==> config.mk <==
export PLATFORM = sky130hd
export DESIGN_NAME = mydesign_pipe_top
export DESIGN_NICKNAME = d
export VERILOG_FILES = /design/src/rtl/mydesign_pipe_pkg.sv /design/src/rtl/mydesign_comb.sv /design/src/rtl/mydesign_pipe_stage.sv /design/src/rtl/mydesign_pipe_top.sv
export SDC_FILE = /design/constraint.sdc
export NUM_CORES = 1
export LEC_CHECK = 0
export BUFFER_PORTS_ARGS = -buffer_cell sky130_fd_sc_hd__buf_2
export CORE_ASPECT_RATIO = 2
export CORE_MARGIN = 3
export CORE_UTILIZATION = 46
export DETAILED_ROUTE_END_ITERATION = 12
export PLACE_DENSITY = 0.79
export SYNTH_ARGS = -nofsm -noshare
export SYNTH_HDL_FRONTEND = slang
export SYNTH_SLANG_ARGS = --single-unit
==> constraint.sdc <==
create_clock -name clk_ci -period 1.7 [get_ports clk_ci]
set_clock_uncertainty 0.1 [all_clocks]
set_input_delay 0.17 -clock clk_ci [delete_from_list [all_inputs] [get_ports clk_ci]]
set_output_delay 0.17 -clock clk_ci [all_outputs]
set_load 0.01 [all_outputs]
==> src/rtl/mydesign_pipe_pkg.sv <==
// Shared defaults and helpers for the elastic pipeline harness around mydesign_comb.
package mydesign_pipe_pkg;

    localparam int DEF_N_IN       = 3;
    localparam int DEF_N_OUT      = 6;
    localparam int DEF_PIPE_DEPTH = 2;
    localparam int DEF_TAG_W      = 4;
    localparam int DEF_CNT_W      = 16;
    localparam int PIPE_DEPTH_MAX = 8;

    // Increment that sticks at max_val instead of wrapping.
    function automatic logic [63:0] sat_inc(input logic [63:0] cnt, input logic [63:0] max_val);
        return (cnt == max_val) ? cnt : cnt + 64'd1;
    endfunction

endpackage

==> src/rtl/mydesign_comb.sv <==
// Generated combinational core: identity-encoded unsigned N_IN x N_IN multiplier.
module mydesign_comb #(
    parameter int N_IN  = 3,
    parameter int N_OUT = 6
) (
    input  logic [N_IN-1:0]  a_i,
    input  logic [N_IN-1:0]  b_i,
    output logic [N_OUT-1:0] y_o
);

    assign y_o = N_OUT'(a_i) * N_OUT'(b_i);

endmodule

==> src/rtl/mydesign_pipe_stage.sv <==
// One elastic register slice: accepts new data whenever empty or when its content leaves.
module mydesign_pipe_stage #(
    parameter int DATA_W = 8
) (
    input  logic              clk_ci,
    input  logic              rst_i,
    input  logic              valid_i,
    output logic              ready_o,
    input  logic [DATA_W-1:0] data_i,
    output logic              valid_o,
    input  logic              ready_i,
    output logic [DATA_W-1:0] data_o
);

    logic              valid_q, valid_d;
    logic [DATA_W-1:0] data_q, data_d;

    assign ready_o = ~valid_q | ready_i;

    // NOTE: every next-state signal gets its hold value first, so no path leaves it unassigned (no latch).
    always_comb begin
        valid_d = valid_q;
        data_d  = data_q;
        if (ready_o) begin
            valid_d = valid_i;
            if (valid_i) begin
                data_d = data_i;
            end
        end
    end

    // NOTE: state uses non-blocking assignments so all stages sample the pre-edge values of their neighbours.
    // NOTE: the data register is reset too, because the last stage drives result_o/tag_o directly and they must read 0 in reset.
    always_ff @(posedge clk_ci or posedge rst_i) begin
        if (rst_i) begin
            valid_q <= 1'b0;
            data_q  <= '0;
        end else begin
            valid_q <= valid_d;
            data_q  <= data_d;
        end
    end

    assign valid_o = valid_q;
    assign data_o  = data_q;

endmodule

==> src/rtl/mydesign_pipe_top.sv <==
// Elastic harness: valid/ready input, PIPE_DEPTH output slices, tag sideband, optional perf counters.
// Counters are built only when MYDESIGN_PIPE_PERF_CNT_EN is defined; otherwise they read 0.
module mydesign_pipe_top
    import mydesign_pipe_pkg::*;
#(
    parameter int N_IN       = DEF_N_IN,
    parameter int N_OUT      = DEF_N_OUT,
    parameter int PIPE_DEPTH = DEF_PIPE_DEPTH,
    parameter int TAG_W      = DEF_TAG_W,
    parameter int CNT_W      = DEF_CNT_W
) (
    input  logic             clk_ci,
    input  logic             rst_i,
    input  logic             in_valid_i,
    output logic             in_ready_o,
    input  logic [N_IN-1:0]  operand_a_i,
    input  logic [N_IN-1:0]  operand_b_i,
    input  logic [TAG_W-1:0] tag_i,
    output logic             out_valid_o,
    input  logic             out_ready_i,
    output logic [N_OUT-1:0] result_o,
    output logic [TAG_W-1:0] tag_o,
    input  logic             cnt_clr_i,
    output logic [CNT_W-1:0] ops_cnt_o,
    output logic [CNT_W-1:0] stall_cnt_o
);

    localparam int DATA_W = N_OUT + TAG_W;

    if (PIPE_DEPTH < 1 || PIPE_DEPTH > PIPE_DEPTH_MAX) begin : g_bad_depth
        $error("mydesign_pipe_top: PIPE_DEPTH must be in 1..%0d", PIPE_DEPTH_MAX);
    end
    if (N_OUT < N_IN) begin : g_bad_width
        $error("mydesign_pipe_top: N_OUT must be >= N_IN");
    end
    if (CNT_W < 1 || CNT_W > 64) begin : g_bad_cnt_w
        $error("mydesign_pipe_top: CNT_W must be in 1..64");
    end

    logic [N_OUT-1:0] core_result;

    (* dont_touch = "true" *)
    mydesign_comb #(
        .N_IN  (N_IN),
        .N_OUT (N_OUT)
    ) u_core (
        .a_i (operand_a_i),
        .b_i (operand_b_i),
        .y_o (core_result)
    );

    // Index k is the input of stage k; index PIPE_DEPTH is the block output.
    logic              stg_valid [PIPE_DEPTH+1];
    logic              stg_ready [PIPE_DEPTH+1];
    logic [DATA_W-1:0] stg_data  [PIPE_DEPTH+1];

    assign stg_valid[0]          = in_valid_i;
    assign stg_data[0]           = {core_result, tag_i};
    assign stg_ready[PIPE_DEPTH] = out_ready_i;
    assign in_ready_o            = stg_ready[0];

    for (genvar k = 0; k < PIPE_DEPTH; k++) begin : g_stage
        mydesign_pipe_stage #(
            .DATA_W (DATA_W)
        ) u_stage (
            .clk_ci  (clk_ci),
            .rst_i   (rst_i),
            .valid_i (stg_valid[k]),
            .ready_o (stg_ready[k]),
            .data_i  (stg_data[k]),
            .valid_o (stg_valid[k+1]),
            .ready_i (stg_ready[k+1]),
            .data_o  (stg_data[k+1])
        );
    end

    assign out_valid_o       = stg_valid[PIPE_DEPTH];
    assign {result_o, tag_o} = stg_data[PIPE_DEPTH];

`ifdef MYDESIGN_PIPE_PERF_CNT_EN
    localparam logic [CNT_W-1:0] CNT_MAX = '1;

    logic [CNT_W-1:0] ops_cnt_q, ops_cnt_d;
    logic [CNT_W-1:0] stall_cnt_q, stall_cnt_d;

    always_comb begin
        ops_cnt_d   = ops_cnt_q;
        stall_cnt_d = stall_cnt_q;
        if (cnt_clr_i) begin
            ops_cnt_d   = '0;
            stall_cnt_d = '0;
        end else begin
            if (out_valid_o & out_ready_i) begin
                ops_cnt_d = CNT_W'(sat_inc(64'(ops_cnt_q), 64'(CNT_MAX)));
            end
            if (out_valid_o & ~out_ready_i) begin
                stall_cnt_d = CNT_W'(sat_inc(64'(stall_cnt_q), 64'(CNT_MAX)));
            end
        end
    end

    always_ff @(posedge clk_ci or posedge rst_i) begin
        if (rst_i) begin
            ops_cnt_q   <= '0;
            stall_cnt_q <= '0;
        end else begin
            ops_cnt_q   <= ops_cnt_d;
            stall_cnt_q <= stall_cnt_d;
        end
    end

    assign ops_cnt_o   = ops_cnt_q;
    assign stall_cnt_o = stall_cnt_q;
`else
    logic unused_cnt_clr;
    assign unused_cnt_clr = cnt_clr_i;
    assign ops_cnt_o      = '0;
    assign stall_cnt_o    = '0;
`endif

endmodule

== Yosys cells after proc, flatten, opt, wreduce, memory -nomap -nowiden ==
Index checks and enable logic that the tools add are counted.

* Bits in registers: 22
* Output and inout port bits: 44
* Logic and storage cells: 11

* $mul: 1
* Bitwise operators: 4
* Reduce and logical (&&, ||, !) cells: 2

{| class="wikitable"
|+ Operators by type and width
! operator !! count
|-
| $mul A3 B3 Y6 || 1
|-
| $reduce_and A2 Y1 || 2
|-
| $not A1 Y1 || 2
|-
| $or A1 B1 Y1 || 2
|}

== Longest topological paths before layout ==
Gate-level depths: netlist of the first run.

* Depth in word-level cells: 4
* Gate-level depth with buffers: 7
* Mapped depth without buffers: 7

== Cells and area by module ==
A second synthesis of the first run with hierarchy kept.

* Cells, all modules: 107
* Area, all modules: 1378.8 um^2

{| class="wikitable"
|+ Modules (own cells, without submodules)
! module !! times used !! cells each !! area an instance (um^2) !! seq. area each (um^2)
|-
| mydesign_pipe_stage || 2 || 25 || 469.2 || 275.3
|-
| mydesign_pipe_top || 1 || 33 || 244.0 || 0.0
|-
| mydesign_comb || 1 || 24 || 196.4 || 0.0
|}

== Least setup slack after synthesis of the first run ==
No wires, ideal clock.

* Path kind: input to register
* From: input port operand_a_i[0]
* To: register g_stage[0].u_stage.data_q[8]
* Data arrival time: 1846 ps
* Data required time: 1475 ps
* Slack: -371 ps
* Cell stages on the path: 7
* Path buffers: 0
* Cell sequence: and2_1 fa_1 ha_1 inv_1 fa_1 xnor2_1 mux2_2

* Longest elaborated chain between the ends: 1

{| class="wikitable"
|+ RTL lines
! item !! RTL line !! source
|-
| from (decl) || mydesign_pipe_top.sv:16 || <nowiki>input logic [N_IN-1:0] operand_a_i,</nowiki>
|-
| $mul A3 B3 Y6 || mydesign_comb.sv:11 || <nowiki>assign y_o = N_OUT'(a_i) * N_OUT'(b_i);</nowiki>
|-
| to (signal assigned) || mydesign_pipe_stage.sv:40 || <nowiki>data_q <= data_d;</nowiki>
|-
| to (decl) || mydesign_pipe_stage.sv:16 || <nowiki>logic [DATA_W-1:0] data_q, data_d;</nowiki>
|}

No other way between the ends.
A chain may end at the register's enable or synchronous reset.

== Worst setup path after layout of the first run ==
Ends and elaborated chain as after synthesis.

==> results.sh, run 1 <==
export IMPL_worstReg2RegEnd="g_stage[0].u_stage.data_o[0]$_DFFE_PP0P_"
export IMPL_cts_sinks=22
export IMPL_dr_pass1_iters=2
export IMPL_io_buffers=25
export IMPL_cp_start_kind="input port"
export IMPL_hold_viol=0
export IMPL_tritoncts="built"
export IMPL_n_antenna_cell=0
export IMPL_coreArea_sq_um=2600
export IMPL_maxCapViolCount=0
export IMPL_rsz0062_at_grt="yes"
export IMPL_period_minus_slack_ps=1820
export IMPL_dpl_hpwl_um=1690
export IMPL_gp_congestion=0.745
export IMPL_antenna_found_initial=0
export IMPL_critPathArrivalTime_ps=1870
export IMPL_seq_area_sq_um=551
export IMPL_drt_iter0_markers=1
export IMPL_p_switching_w=0.000389
export IMPL_grt_pass1_vias=792
export IMPL_hold_path_class="in2reg"
export IMPL_drive_gt1_share_pct=43.1
export IMPL_initial_core_util_pct=49.1
export IMPL_crit_fanout=2
export IMPL_viasPerCell=4.54
export IMPL_min_period_over_period_pct=107
export IMPL_cp_cell_sequence="buf_6, and2_4, fa_1, ha_2, inv_2, fa_2, xnor2_1, mux2_2"
export IMPL_multi_input_area_sq_um=597
export IMPL_yosysWarnings=0
export IMPL_slew_headroom_pct=46.9
export IMPL_grt_pass1_wl_um=3280
export IMPL_criticalPathCategory="in2reg"
export IMPL_drc=0
export IMPL_setup_ws_ps=-123
export IMPL_p_sw_share_pct=27.6
export IMPL_grt_usage_pct=12.5
export IMPL_p_clk_share_pct=25.6
export IMPL_slew_viol_final=0
export IMPL_grt_ovfl_total=0
export IMPL_dieWidth_um=43.3
export IMPL_power_density_nw_per_um2=997
export IMPL_synthCells=107
export IMPL_grt_start_max_net_pins=23
export IMPL_layout_common_cells="conb_1, buf_2, dfrtp_1"
export IMPL_cp_slowest_cell="fa_1"
export IMPL_max_vdd_ir_drop_uv=532
export IMPL_cts_max_level=1
export IMPL_r2r_slack_ps=390
export IMPL_cp_slowest_stage_delay_ps=540
export IMPL_worst_slew_pin_slew_ps=796
export IMPL_syn_area_sq_um=1280
export IMPL_io_pins=59
export IMPL_timing_hold_ws_ps=45.8
export IMPL_syn_area_per_cell_sq_um=12.0
export IMPL_required_ps=1750
export IMPL_end_kind="register"
export IMPL_leakage_nw=0.741
export IMPL_path_buf_inv=2
export IMPL_cts_root_buffer="clkbuf_8"
export IMPL_fin_util_pct=54.4
export IMPL_path_clk_slew_ps=70
export IMPL_synth_seq_area_share_pct=43.1
export IMPL_vias=749
export IMPL_synth_cell_type_count=21
export IMPL_r2r_start="g_stage[0].u_stage.valid_o$_DFFE_PP0N_"
export IMPL_hp_start="tag_i[2]"
export IMPL_clock_fmax_ghz=0.549
export IMPL_finalWirelength_um=2000
export IMPL_power_frac_comb_pct=25.8
export IMPL_holdPathEnd="g_stage[0].u_stage.data_o[2]$_DFFE_PP0P_"
export IMPL_final_common_cell="conb_1"
export IMPL_nets=160
export IMPL_violations="setup timing"
export IMPL_setup_viol=1
export IMPL_p_int_w=0.00102
export IMPL_min_path_cells=2
export IMPL_power_share_sequential_pct=48.6
export IMPL_drtAntennaViolNets=0
export IMPL_post_cts_setup_buffers=0
export IMPL_n_fill_cell=241
export IMPL_clkLatencyLatePin_ps=260
export IMPL_synth_seq_cells=22
export IMPL_r2r_cells=3
export IMPL_syn_to_final_growth_pct=10.7
export IMPL_wl_per_cell_um=12.1
export IMPL_status="finished with violations"
export IMPL_die_y_um=80.6
export IMPL_die_area_sq_um=3490
export IMPL_cts_inserted_buffers=3
export IMPL_std_cell_rows=26
export IMPL_clk_path_buf_depth=2
export IMPL_cp_top_family="adder cells"
## state kept, by name, indices dropped and copies added (netlist names)
register                 cells
g_stage.u_stage.valid_o      2
g_stage.u_stage.data_o      20
## cell usage after synthesis, drive strengths merged
library cell / count / area (sq um)
nand2b: 1 / 6.26
a21oi: 3 / 15.0
a21bo: 1 / 10.0
fa: 2 / 40.0
buf: 32 / 240
a31oi: 2 / 12.5
ha: 5 / 62.6
nand4: 1 / 6.26
inv: 4 / 15.0
or2b: 2 / 16.3
clkbuf: 1 / 5.00
and2: 8 / 50.1
conb: 1 / 3.75
xnor2: 1 / 8.76
a21o: 1 / 7.51
nand3b: 1 / 20.0
dfrtp: 22 / 551
mux2: 17 / 191
nand2: 2 / 17.5
## per-layer routing
metal,part of all wire [%],track usage (%),up-vias
met4,1.7,6.34,0
li1,-,-,352
met5,0,0,-
met2,60,24.3,36
met3,7.8,2.69,4
met1,31,11.1,357
## cell type report
cell class | instances | area share, %
Sequential cell | 22 | 38.9
Timing Repair Buffer | 28 | 11.5
Clock buffer | 4 | 3.89
Multi-Input combinational cell | 79 | 42.2
Inverter | 4 | 1.06
Tap cell | 28 | 2.48
## how the worst max path moves through the flow
stage,start,endpoint,slack (ps),depth (start not counted)
2_1_floorplan,operand_a_i[2],g_stage[0].u_stage.data_o[8]$_DFFE_PP0P_,-260,7
3_3_place_gp,operand_a_i[2],g_stage[0].u_stage.data_o[8]$_DFFE_PP0P_,-390,8
3_5_place_dp,operand_a_i[2],g_stage[0].u_stage.data_o[8]$_DFFE_PP0P_,-430,8
4_1_cts,operand_a_i[0],g_stage[0].u_stage.data_o[8]$_DFFE_PP0P_,-120,8
5_1_grt,operand_a_i[0],g_stage[0].u_stage.data_o[8]$_DFFE_PP0P_,-140,8
6_report,operand_a_i[0],g_stage[0].u_stage.data_o[8]$_DFFE_PP0P_,-120,8
## stage by stage
stage                     total power [W]  setup TNS (ps)  worst slack [ps]  cells  area [sq um]
after detailed placement          0.00106            -877              -434    160          1330
after global placement            0.00104            -743              -389    160          1330
after CTS                         0.00144            -131              -121    165          1420
after global routing              0.00150            -173              -143    165          1420
after floorplan                  0.000982            -403              -263    138          1400
final                             0.00141            -123              -123    165          1420
## cells by family after synthesis
logic type / Yosys count / share of synthesized area [%]
compound gates: 7 / 3.52
fa+ha+maj: 7 / 8.02
other cells: 1 / 0.293
buf+inv: 37 / 20.4
xor+xnor: 1 / 0.685
mux: 17 / 15.0
flops: 22 / 43.1
simple gates: 15 / 9.10
## power groups by stage
stage	Sequential [W]	Clock, W	Combinational, W
2_1_floorplan	0.000725	0	0.000256
3_3_place_gp	0.000693	0	0.000350
3_5_place_dp	0.000699	0	0.000365
4_1_cts	0.000688	0.000376	0.000373
5_1_grt	0.000700	0.000396	0.000406
6_report	0.000686	0.000361	0.000364
## timing repair
| action | in CTS | in global routing |
|---|---|---|
| gates resized for setup | 4 | 0 |
| pin swaps | 4 | 1 |
| hold buffers | 1 | 0 |
| hold endpoints to repair | 22 | 0 |
| endpoints found under the setup margin | 2 | 2 |
| gates cloned | 0 | 0 |
Power figures use the tool's default switching activity.
==> inputs of run 2 (changes only) <==
PLACE_DENSITY = 0.9   (was 0.79)
==> results.sh, run 2 (synthesis results as in run 1) <==
export IMPL_clk_path_buf_depth=2
export IMPL_maxCapViolCount=0
export IMPL_viasPerCell=4.75
export IMPL_worstReg2RegEnd="g_stage[1].u_stage.data_o[6]$_DFFE_PP0P_"
export IMPL_largest_reg_flops=20
export IMPL_hold_path_class="in2reg"
export IMPL_syn_to_final_growth_pct=14.3
export IMPL_required_ps=1750
export IMPL_die_area_sq_um=3490
export IMPL_clock_fmax_ghz=0.541
export IMPL_power_share_sequential_pct=44.6
export IMPL_nets=164
export IMPL_multi_input_area_sq_um=597
export IMPL_drtAntennaViolNets=0
export IMPL_path_buf_inv=2
export IMPL_timing_hold_ws_ps=42.5
export IMPL_criticalPathCategory="in2reg"
export IMPL_p_sw_share_pct=26.3
export IMPL_leakage_nw=0.768
export IMPL_final_common_cell="conb_1"
export IMPL_dpl_hpwl_um=1830
export IMPL_min_path_cells=2
export IMPL_antenna_found_initial=0
export IMPL_die_y_um=80.6
export IMPL_drive_gt1_share_pct=44.7
export IMPL_cp_cell_sequence="buf_6, and2_4, fa_1, ha_2, inv_2, fa_2, xnor2_1, mux2_2"
export IMPL_cts_inserted_buffers=3
export IMPL_critPathArrivalTime_ps=1900
export IMPL_power_density_nw_per_um2=1050
export IMPL_drt_iter0_markers=10
export IMPL_hold_viol=0
export IMPL_r2r_start="g_stage[1].u_stage.valid_o$_DFFE_PP0P_"
export IMPL_holdPathEnd="g_stage[0].u_stage.data_o[1]$_DFFE_PP0P_"
export IMPL_slew_viol_final=0
export IMPL_cp_top_family="adder cells"
export IMPL_setup_ws_ps=-148
export IMPL_grt_usage_pct=14.0
export IMPL_rsz0062_at_grt="yes"
export IMPL_clkLatencyLatePin_ps=260
export IMPL_coreArea_sq_um=2600
export IMPL_period_minus_slack_ps=1850
export IMPL_cts_sinks=22
export IMPL_io_buffers=25
export IMPL_cp_slowest_stage_delay_ps=540
export IMPL_cp_start_kind="input port"
export IMPL_path_clk_slew_ps=80
export IMPL_cts_root_buffer="clkbuf_8"
export IMPL_r2r_cells=3
export IMPL_p_clk_share_pct=30.9
export IMPL_gp_congestion=0.768
export IMPL_worst_slew_pin_slew_ps=795
export IMPL_crit_fanout=2
export IMPL_wl_per_cell_um=13.5
export IMPL_tritoncts="built"
export IMPL_place_ws_ps=-427
export IMPL_slew_headroom_pct=47.0
export IMPL_initial_core_util_pct=49.1
export IMPL_dieWidth_um=43.3
export IMPL_hp_start="tag_i[1]"
export IMPL_end_kind="register"
export IMPL_seq_area_sq_um=551
export IMPL_p_switching_w=0.000406
export IMPL_cts_max_level=1
export IMPL_layout_common_cells="conb_1, buf_2, dfrtp_1"
export IMPL_p_int_w=0.00114
export IMPL_power_frac_comb_pct=24.5
export IMPL_status="finished with violations"
export IMPL_cp_slowest_cell="fa_1"
export IMPL_finalWirelength_um=2280
export IMPL_n_antenna_cell=0
export IMPL_fin_util_pct=56.2
export IMPL_dr_pass1_iters=4
export IMPL_violations="setup timing"
export IMPL_vias=802
export IMPL_grt_ovfl_total=0
export IMPL_setup_viol=3
export IMPL_grt_start_max_net_pins=23
export IMPL_std_cell_rows=26
export IMPL_setup_tns_ps=-238
export IMPL_grt_pass1_wl_um=3640
export IMPL_io_pins=59
export IMPL_drc=0
export IMPL_grt_pass1_vias=825
export IMPL_n_fill_cell=228
export IMPL_min_period_over_period_pct=109
export IMPL_max_vdd_ir_drop_uv=566
export IMPL_r2r_slack_ps=390
## run 2: worst max path at each step
stage          cells after the start                                  endpoint            from  slack (ps)
2_1_floorplan                      7  g_stage[0].u_stage.data_o[8]$_DFFE_PP0P_  operand_a_i[2]        -260
3_3_place_gp                       8  g_stage[0].u_stage.data_o[8]$_DFFE_PP0P_  operand_a_i[2]        -390
3_5_place_dp                       8  g_stage[0].u_stage.data_o[8]$_DFFE_PP0P_  operand_a_i[2]        -430
4_1_cts                            8  g_stage[0].u_stage.data_o[8]$_DFFE_PP0P_  operand_a_i[0]        -110
5_1_grt                            8  g_stage[0].u_stage.data_o[8]$_DFFE_PP0P_  operand_b_i[2]        -200
6_report                           8  g_stage[0].u_stage.data_o[8]$_DFFE_PP0P_  operand_b_i[2]        -150
## run 2: final cells by class
cell class                      count  area share [%]
Multi-Input combinational cell     79            40.8
Sequential cell                    22            37.7
Timing Repair Buffer               32            13.2
Clock buffer                        3            2.83
Tap cell                           28            2.40
Clock inverter                      1            2.05
Inverter                            4            1.03
## run 2: timing repair
action	CTS	global route
hold buffers	1	0
resized for setup	4	0
hold endpoints to repair	22	0
endpoints found under the setup margin	2	2
buffers inserted	2	2
pin swaps	4	2
## run 2: metal layers
layer  vias up  track usage, %  share of wire [%]
li1        357               -                  -
met5         -               0                  0
met1       390            12.7                 29
met3        10            2.91                7.3
met2        45            26.7                 61
met4         0            8.16                3.1
## run 2: per-stage QoR
step,std cells,cell area (sq um),power (W)
global route,169,1460,0.00163
CTS,167,1450,0.00155
finish,169,1460,0.00154
floorplan,138,1400,0.000982
global placement,160,1330,0.00104
detailed placement,160,1330,0.00107
## run 2: power groups by stage
stage / clock network, W / registers (W) / logic (W)
after floorplan: 0 / 0.000725 / 0.000256
after global placement: 0 / 0.000693 / 0.000350
after detailed placement: 0 / 0.000699 / 0.000371
after CTS: 0.000483 / 0.000688 / 0.000380
after global routing: 0.000512 / 0.000701 / 0.000420
final: 0.000476 / 0.000687 / 0.000378
